<file path="config.mk">
export PLATFORM = sky130hd
export DESIGN_NAME = lsu_align
export DESIGN_NICKNAME = d
export VERILOG_FILES = /design/src/rtl/load_store_unit_pkg.sv /design/src/rtl/load_store_unit_align.sv
export SDC_FILE = /design/constraint.sdc
export NUM_CORES = 1
export LEC_CHECK = 0
export ABC_CLOCK_PERIOD_IN_PS = 5990
export CELL_PAD_IN_SITES_DETAIL_PLACEMENT = 0
export CELL_PAD_IN_SITES_GLOBAL_PLACEMENT = 1
export CORE_MARGIN = 2
export CORE_UTILIZATION = 18
export DETAILED_ROUTE_END_ITERATION = 7
export GPL_ROUTABILITY_DRIVEN = 0
export GPL_TIMING_DRIVEN = 0
export MAX_ROUTING_LAYER = met4
export PLACE_DENSITY_LB_ADDON = 0.1
export SYNTH_ARGS = -nofsm -noshare
export SYNTH_HDL_FRONTEND = slang
export SYNTH_SLANG_ARGS = --single-unit
</file>
<file path="constraint.sdc">
create_clock -name vclk -period 5.99
set_input_delay 1.797 -clock vclk [all_inputs]
set_output_delay 1.797 -clock vclk [all_outputs]
set_load 0.005 [all_outputs]
</file>
<file path="src/rtl/load_store_unit_pkg.sv">
// load_store_unit_pkg: funct3 access encodings, FSM states and timeout default for the load/store unit
package load_store_unit_pkg;
    localparam logic [2:0] F3_B  = 3'b000;
    localparam logic [2:0] F3_H  = 3'b001;
    localparam logic [2:0] F3_W  = 3'b010;
    localparam logic [2:0] F3_BU = 3'b100;
    localparam logic [2:0] F3_HU = 3'b101;
    localparam int unsigned TIMEOUT_DEFAULT = 16;
    typedef enum logic [1:0] {IDLE, BUS, DONE} lsu_state_t;
endpackage

</file>
<file path="src/rtl/load_store_unit_align.sv">
// lsu_align: store byte-enable/lane replication, load extract/extend and access fault decode
module lsu_align import load_store_unit_pkg::*; (
    input  logic [2:0]  st_f3,
    input  logic [1:0]  st_off,
    input  logic [31:0] st_data,
    input  logic [2:0]  ld_f3,
    input  logic [1:0]  ld_off,
    input  logic [31:0] ld_word,
    output logic [3:0]  be,
    output logic [31:0] lanes,
    output logic [31:0] ldata,
    output logic        bad
);
    logic [7:0]  b;
    logic [15:0] h;
    always_comb begin
        b     = ld_word[8*ld_off +: 8];
        h     = ld_off[1] ? ld_word[31:16] : ld_word[15:0];
        be    = st_f3[1:0] == 2'b00 ? 4'b0001 << st_off : st_f3[1:0] == 2'b01 ? 4'b0011 << st_off : 4'b1111;
        lanes = st_f3[1:0] == 2'b00 ? {4{st_data[7:0]}} : st_f3[1:0] == 2'b01 ? {2{st_data[15:0]}} : st_data;
        ldata = ld_f3 == F3_B  ? {{24{b[7]}}, b} :
                ld_f3 == F3_H  ? {{16{h[15]}}, h} :
                ld_f3 == F3_BU ? {24'd0, b} :
                ld_f3 == F3_HU ? {16'd0, h} : ld_word;
        bad   = st_f3 == 3'b011 || st_f3 == 3'b110 || st_f3 == 3'b111 ||
                (st_f3[1:0] == 2'b01 && st_off[0]) || (st_f3[1:0] == 2'b10 && st_off != 2'b00);
    end
endmodule

</file>
==> flow_metrics.py, run 1 <==
metrics = {
    "die": {
        "die_x_um": 85.8,
        "io_pins": 143,
        "die_area_um2": 7360,
        "rows": 29,
        "core_um2": 6420,
        "die_h_um": 85.8,
        "start_util": 0.187,
    },
    "critical_path": {
        "crit_cells": 6,
        "crit_family": "buffers and inverters",
        "crit_buf_inv": 4,
        "worstSetupEndpointType": "output port",
        "start_kind": "primary input",
        "path_class": "in2out",
        "required_ns": 4.19,
        "critical_path.max_stage_delay_ns": 0.50,
        "path_cells": "clkdlybuf4s50_1, clkbuf_1, clkbuf_1, o21ai_0, nand3_1, clkdlybuf4s50_1",
        "worstSetupStartpoint": "ld_f3[1]",
        "crit_fanout": 10,
        "cpMaxStageDelayCell": "clkdlybuf4s50_1",
        "crit_arrival_ns": 3.94,
        "cp-endpoint": "ldata[15]",
    },
    "global_routing": {
        "first_global_vias": 1866,
        "grt_usage": 0.153,
        "grt_max_degree": 11,
        "grt-ovfl-total": 0,
        "antenna_found_initial": 0,
        "grt_pass1_wl_um": 9120,
    },
    "logic_synthesis": {
        "avgSynthCellArea_um2": 6.76,
        "syn-num-nets": 256,
        "netlist_area_um2": 1200,
        "seq_area_frac_synth": 0,
        "synthCells": 178,
        "yosysUniqueCellTypes": 30,
        "ys_warn_count": 0,
    },
    "layout": {
        "mostFrequentLayoutCells": "clkdlybuf4s50_1 (142), nand2_1 (42), mux2_2 (17)",
        "drive_above_1_share": 0.113,
        "n_antenna_cell": 0,
        "nClkBuffers": 0,
        "regArea_um2": 0,
        "n_fill_cell": 660,
        "seq_cell_count": 0,
        "area_growth_pct": 126,
        "fin_nets": 400,
        "fin_util": 0.424,
        "final_common_cell": "clkdlybuf4s50_1",
    },
    "routing": {
        "wl_per_cell_um": 14.6,
        "vias": 1808,
        "via_per_inst": 4.55,
        "drt_iter0_markers": 65,
        "routed_wl_um": 5790,
        "drc_errors": 10,
        "detail-route-antenna-nets": 0,
        "firstDrtPassIters": 8,
    },
    "clock_tree": {
        "cts_resized": 0,
        "post_cts_buffers": 0,
        "postCtsHoldBufs": 0,
    },
    "timing": {
        "fin_ws_ns": 0.249,
        "report.final.setup_viol": 0,
        "rsz0062_at_grt": "false",
        "tns_ns": 0,
        "finalCritPeriodShare": 0.958,
        "finalHoldViolCount": 0,
        "holdWs_ns": 4.40,
        "fin_crit_ns": 5.74,
        "slew_violations": 0,
        "worst_slew_pin_slew_ns": 0.723,
        "fmax_ghz": 0.174,
        "slew-limit-headroom": 0.516,
    },
    "run": {
        "cap_violations": 0,
    },
    "run_status": {
        "status": "finished, violations left",
        "violations": "DRC",
    },
    "min_path": {
        "whs_path_depth": 4,
        "hold_class": "in2out",
    },
    "pwr": {
        "leakagePower_nw": 1.17,
        "powerDensity_nw_per_um2": 82.1,
        "peakVddDrop_uv": 36.1,
    },
    "placement": {
        "pre_cts_ws_ns": 0.209,
        "hpwl_um": 4810,
        "port-buffer-count": 142,
    },
}
## synthesized netlist by cell type, types with 2 or more instances
cell type  number  area share
mux2i_1         9       0.075
inv_1           3      0.0094
buf_4           9       0.056
nand2b_1        3       0.016
clkbuf_1        9       0.028
nand2_1        42        0.13
a21oi_1        10       0.042
o21ai_0        10       0.042
a21o_1          7       0.044
nor2b_1         9       0.047
a221o_1         7       0.058
nor2_1          7       0.022
mux2_2         17        0.16
buf_2           4       0.017
o22a_1          7       0.051
buf_6           2       0.019
a2bb2oi_1       7       0.051
ha_1            4       0.042
## stage by stage
step	total power, mW	area (um2)	instances
after floorplan	0.0803	1200	178
after global placement	0.227	2720	397
after detailed placement	0.225	2720	397
after CTS	0.226	2720	397
after global routing	0.242	2720	397
final	0.223	2720	397
## where the power goes
part	internal, mW	leakage [nW]	switching (mW)
Sequential	0	0	0
Combinational	0.146	1.17	0.0770
Clock	0	0	0
## cell families (layout without fill, tap and decap cells)
logic type / count (synthesis) / after routing / synth area share
and+or+nand+nor: 69 / 69 / 0.270
buffers and inverters: 27 / 169 / 0.129
AOI/OAI and AO/OA: 50 / 50 / 0.301
adders and majority gates: 4 / 4 / 0.0416
muxes: 28 / 28 / 0.258
## worst min path at each step
stage | slack (ns) | endpoint | start
finish | 4.40 | be[3] | st_f3[0]
global route | 4.50 | be[3] | st_f3[0]
CTS | 4.42 | be[3] | st_f3[0]
detailed placement | 4.41 | be[3] | st_f3[0]
global placement | 4.40 | be[3] | st_f3[0]
floorplan | 3.67 | lanes[0] | st_data[0]
## area by class of cell
type | count | area, um2 | share of cell area
plain buffers | 24 | 144 | 0.0529
inverters | 3 | 11.3 | 0.00414
multi-input cells | 151 | 1050 | 0.385
well taps | 77 | 96.3 | 0.0354
repair buffers | 142 | 1420 | 0.522
## per-layer routing
metal  part of all wire  track usage  up-vias  wire (um)
li1                   -            -      920          -
met1               0.42        0.187      798       2430
met4             0.0043      0.00577        0         25
met5                  0            -        -          0
met3              0.078       0.0231        2        454
met2               0.50        0.280       88       2880
No activity file was read; power rests on OpenSTA's default activity.
==> inputs of run 2 (changes only) <==
--- a/config.mk
+++ b/config.mk
@@ -8,9 +8,10 @@
 export ABC_CLOCK_PERIOD_IN_PS = 5990
 export CELL_PAD_IN_SITES_DETAIL_PLACEMENT = 0
 export CELL_PAD_IN_SITES_GLOBAL_PLACEMENT = 1
-export CORE_MARGIN = 2
-export CORE_UTILIZATION = 18
+export CORE_MARGIN = 3
+export CORE_UTILIZATION = 44
 export DETAILED_ROUTE_END_ITERATION = 7
+export DONT_BUFFER_PORTS = 1
 export GPL_ROUTABILITY_DRIVEN = 0
 export GPL_TIMING_DRIVEN = 0
 export MAX_ROUTING_LAYER = met4
==> flow_metrics.py, run 2 (synthesis gave the netlist of run 1 again) <==
metrics = {
    "min_path": {
        "hold_class": "in2out",
        "whs_path_depth": 1,
    },
    "layout": {
        "n_antenna_cell": 0,
        "final_common_cell": "nand2_1",
        "seq_cell_count": 0,
        "mostFrequentLayoutCells": "nand2_1 (42), mux2_2 (17), o21ai_0 (10), a21oi_1 (10)",
        "drive_above_1_share": 0.202,
        "fin_nets": 258,
        "design_area_um2": 1240,
        "fin_util": 0.488,
        "stdcell_count": 208,
        "nClkBuffers": 0,
        "area_growth_pct": 3.12,
        "regArea_um2": 0,
    },
    "placement": {
        "port-buffer-count": 0,
        "place_area_um2": 1240,
        "hpwl_um": 3420,
        "placed_cells": 208,
    },
    "die": {
        "rows": 18,
        "die_h_um": 58.3,
        "core_um2": 2540,
        "io_pins": 143,
        "die_area_um2": 3400,
        "die_x_um": 58.3,
        "start_util": 0.473,
    },
    "timing": {
        "fmax_ghz": 0.208,
        "finalHoldViolCount": 0,
        "report.final.setup_viol": 0,
        "finalCritPeriodShare": 0.803,
        "slew_violations": 0,
        "rsz0062_at_grt": "false",
        "tns_ns": 0,
        "worst_slew_pin_slew_ns": 0.682,
        "fin_crit_ns": 4.81,
        "slew-limit-headroom": 0.543,
    },
    "run_status": {
        "status": "complete, no violations",
    },
    "global_routing": {
        "grt_max_degree": 11,
        "first_global_vias": 1274,
        "grt_usage": 0.210,
        "grt_pass1_wl_um": 5790,
        "antenna_found_initial": 0,
        "grt-ovfl-total": 0,
    },
    "routing": {
        "wl_met2_um": 1880,
        "drc_errors": 0,
        "m1WireLength_um": 1590,
        "met3_length_um": 514,
        "vias": 1335,
        "topRoutingLayerUsed": "met4",
        "firstDrtPassIters": 4,
        "routed_wl_um": 3990,
        "wl_per_cell_um": 19.2,
        "via_per_inst": 6.42,
        "detail-route-antenna-nets": 0,
        "drt_iter0_markers": 61,
    },
    "critical_path": {
        "crit_fanout": 10,
        "start_kind": "primary input",
        "crit_buf_inv": 1,
        "path_cells": "clkbuf_1, nor2_1, a21o_1, a221o_1",
        "cpMaxStageDelayCell": "clkbuf_1",
        "critical_path.max_stage_delay_ns": 0.37,
        "worstSetupEndpointType": "output port",
        "crit_cells": 4,
        "path_class": "in2out",
        "crit_family": "compound AO/OA/AOI/OAI gates",
        "crit_arrival_ns": 3.01,
        "required_ns": 4.19,
    },
    "pwr": {
        "powerDensity_nw_per_um2": 76.6,
        "sequentialPowerShare": 0,
        "clock_power_share": 0,
        "finalPower_mw": 0.0950,
        "internal_power_mw": 0.0446,
        "swShare": 0.531,
        "peakVddDrop_uv": 45.5,
        "p_comb_frac": 1.000,
        "p_sw_mw": 0.0504,
        "leakagePower_nw": 0.614,
    },
    "run": {
        "cap_violations": 0,
    },
    "clock_tree": {
        "cts_resized": 0,
        "postCtsHoldBufs": 0,
        "post_cts_buffers": 0,
    },
}
==> run 2: path summary, 6_finish.rpt <==
path | endpoint | from
worst min-delay path | lanes[1] | st_data[1]
worst max-delay path | ldata[11] | ld_f3[1]
==> run 2: cell type report <==
type                            instances  area [um2]
Fill cell                             277        1300
Multi-Input combinational cell        151        1050
Buffer                                 24         144
Tap cell                               30        37.5
Inverter                                3        11.3
==> run 2: routing by layer <==
metal / up-vias / GRT usage
li1: 634 / -
met1: 594 / 0.279
met2: 103 / 0.357
met3: 4 / 0.0307
met4: 0 / 0
met5: - / -
==> run 2: power groups by stage <==
stage                     sequential [mW]  clock [mW]  combinational, mW
after floorplan                         0           0             0.0803
after global placement                  0           0             0.0947
after detailed placement                0           0             0.0956
after CTS                               0           0             0.0959
after global routing                    0           0              0.105
final                                   0           0             0.0950
==> run 2: metrics by stage <==
stage          hold WS, ns  setup WS (ns)
6_report              3.68           1.18
5_1_grt               3.68           1.15
4_1_cts               3.68           1.20
3_5_place_dp          3.68           1.20
3_3_place_gp          3.68           1.25
2_1_floorplan         3.67           1.39
==> inputs of run 3 (changes only) <==
--- a/config.mk
+++ b/config.mk
@@ -5,11 +5,11 @@
 export SDC_FILE = /design/constraint.sdc
 export NUM_CORES = 1
 export LEC_CHECK = 0
-export ABC_CLOCK_PERIOD_IN_PS = 5990
+export ABC_CLOCK_PERIOD_IN_PS = 4100
 export CELL_PAD_IN_SITES_DETAIL_PLACEMENT = 0
 export CELL_PAD_IN_SITES_GLOBAL_PLACEMENT = 1
 export CORE_MARGIN = 3
-export CORE_UTILIZATION = 44
+export CORE_UTILIZATION = 37
 export DETAILED_ROUTE_END_ITERATION = 7
 export DONT_BUFFER_PORTS = 1
 export GPL_ROUTABILITY_DRIVEN = 0
==> constraint.sdc (replaced) <==
create_clock -name vclk -period 4.1
set_input_delay 1.23 -clock vclk [all_inputs]
set_output_delay 1.23 -clock vclk [all_outputs]
set_load 0.005 [all_outputs]
==> flow_metrics.py, run 3 (synthesis gave the netlist of run 1 again) <==
metrics = {
    "timing": {
        "worst_slew_pin_slew_ns": 0.689,
        "fin_crit_ns": 3.65,
        "fmax_ghz": 0.274,
        "slew_violations": 0,
        "finalHoldViolCount": 0,
        "slew-limit-headroom": 0.539,
        "tns_ns": 0,
        "rsz0062_at_grt": "false",
        "finalCritPeriodShare": 0.891,
        "report.final.setup_viol": 0,
    },
    "die": {
        "io_pins": 143,
        "die_h_um": 63.0,
        "die_area_um2": 3970,
        "core_um2": 3080,
        "rows": 20,
        "start_util": 0.391,
        "die_x_um": 63.0,
    },
    "global_routing": {
        "grt-ovfl-total": 0,
        "antenna_found_initial": 0,
        "grt_max_degree": 11,
        "grt_usage": 0.197,
        "grt_pass1_wl_um": 6380,
        "first_global_vias": 1247,
    },
    "placement": {
        "place_area_um2": 1260,
        "port-buffer-count": 0,
        "hpwl_um": 3570,
    },
    "layout": {
        "fin_nets": 258,
        "area_growth_pct": 4.57,
        "design_area_um2": 1260,
        "nClkBuffers": 0,
        "n_antenna_cell": 0,
        "regArea_um2": 0,
        "drive_above_1_share": 0.202,
        "final_common_cell": "nand2_1",
        "mostFrequentLayoutCells": "nand2_1 (42), mux2_2 (17), o21ai_0 (10), a21oi_1 (10)",
        "seq_cell_count": 0,
    },
    "run_status": {
        "status": "complete, no violations",
    },
    "run": {
        "cap_violations": 0,
    },
    "clock_tree": {
        "postCtsHoldBufs": 0,
        "post_cts_buffers": 0,
        "cts_resized": 0,
    },
    "pwr": {
        "powerDensity_nw_per_um2": 111,
        "finalPower_mw": 0.140,
        "leakagePower_nw": 0.614,
        "peakVddDrop_uv": 43.9,
    },
    "min_path": {
        "hold_class": "in2out",
    },
    "critical_path": {
        "path_class": "in2out",
        "required_ns": 2.87,
        "start_kind": "primary input",
        "crit_arrival_ns": 2.42,
        "crit_fanout": 10,
        "worstSetupEndpointType": "output port",
    },
    "routing": {
        "wl_per_cell_um": 19.0,
        "vias": 1310,
        "via_per_inst": 5.90,
        "routed_wl_um": 4210,
        "drc_errors": 0,
        "drt_iter0_markers": 72,
        "detail-route-antenna-nets": 0,
        "firstDrtPassIters": 4,
    },
}
[run 3: cell counts in the layout (fill, tap and decap cells not counted)]
Identical to the previous run, type by type.
[run 3: final timing paths]
path	from	cells after the start	end	slack (ns)
setup / recovery	ld_f3[1]	4	ldata[12]	0.45
hold / removal	st_data[7]	1	lanes[7]	2.54
[run 3: cell type report]
type                       instances  area, um2
inverter                           3       11.3
multi-input combinational        151       1050
tap                               44       55.1
buffer                            24        144
fill                             351       1820
[run 3: where the power goes]
part / internal (mW) / leakage, nW / switching [mW]
combinational: 0.0653 / 0.614 / 0.0748
sequential: 0 / 0 / 0
clock: 0 / 0 / 0
total: 0.0653 / 0.614 / 0.0748
[run 3: metal layers]
metal  track usage  share of wire  up-vias
met3        0.0486          0.094        0
li1              -              -      630
met4             0              0        0
met2         0.320           0.46       77
met1         0.262           0.44      603
met5             -              0        -
[run 3: worst max-delay path, stage by stage]
cell	delay, ns
clkbuf_1	0.37
nor2_1	0.26
a21o_1	0.23
a221o_1	0.32
[run 3: per-stage QoR]
stage	worst slack [ns]	std cells	utilization	hold slack, ns
4_1_cts	0.459	222	0.409	2.54
3_3_place_gp	0.439	222	0.409	2.54
5_1_grt	0.369	222	0.409	2.54
3_5_place_dp	0.463	222	0.409	2.54
2_1_floorplan	0.637	178	-	2.54
6_report	0.448	222	0.409	2.54
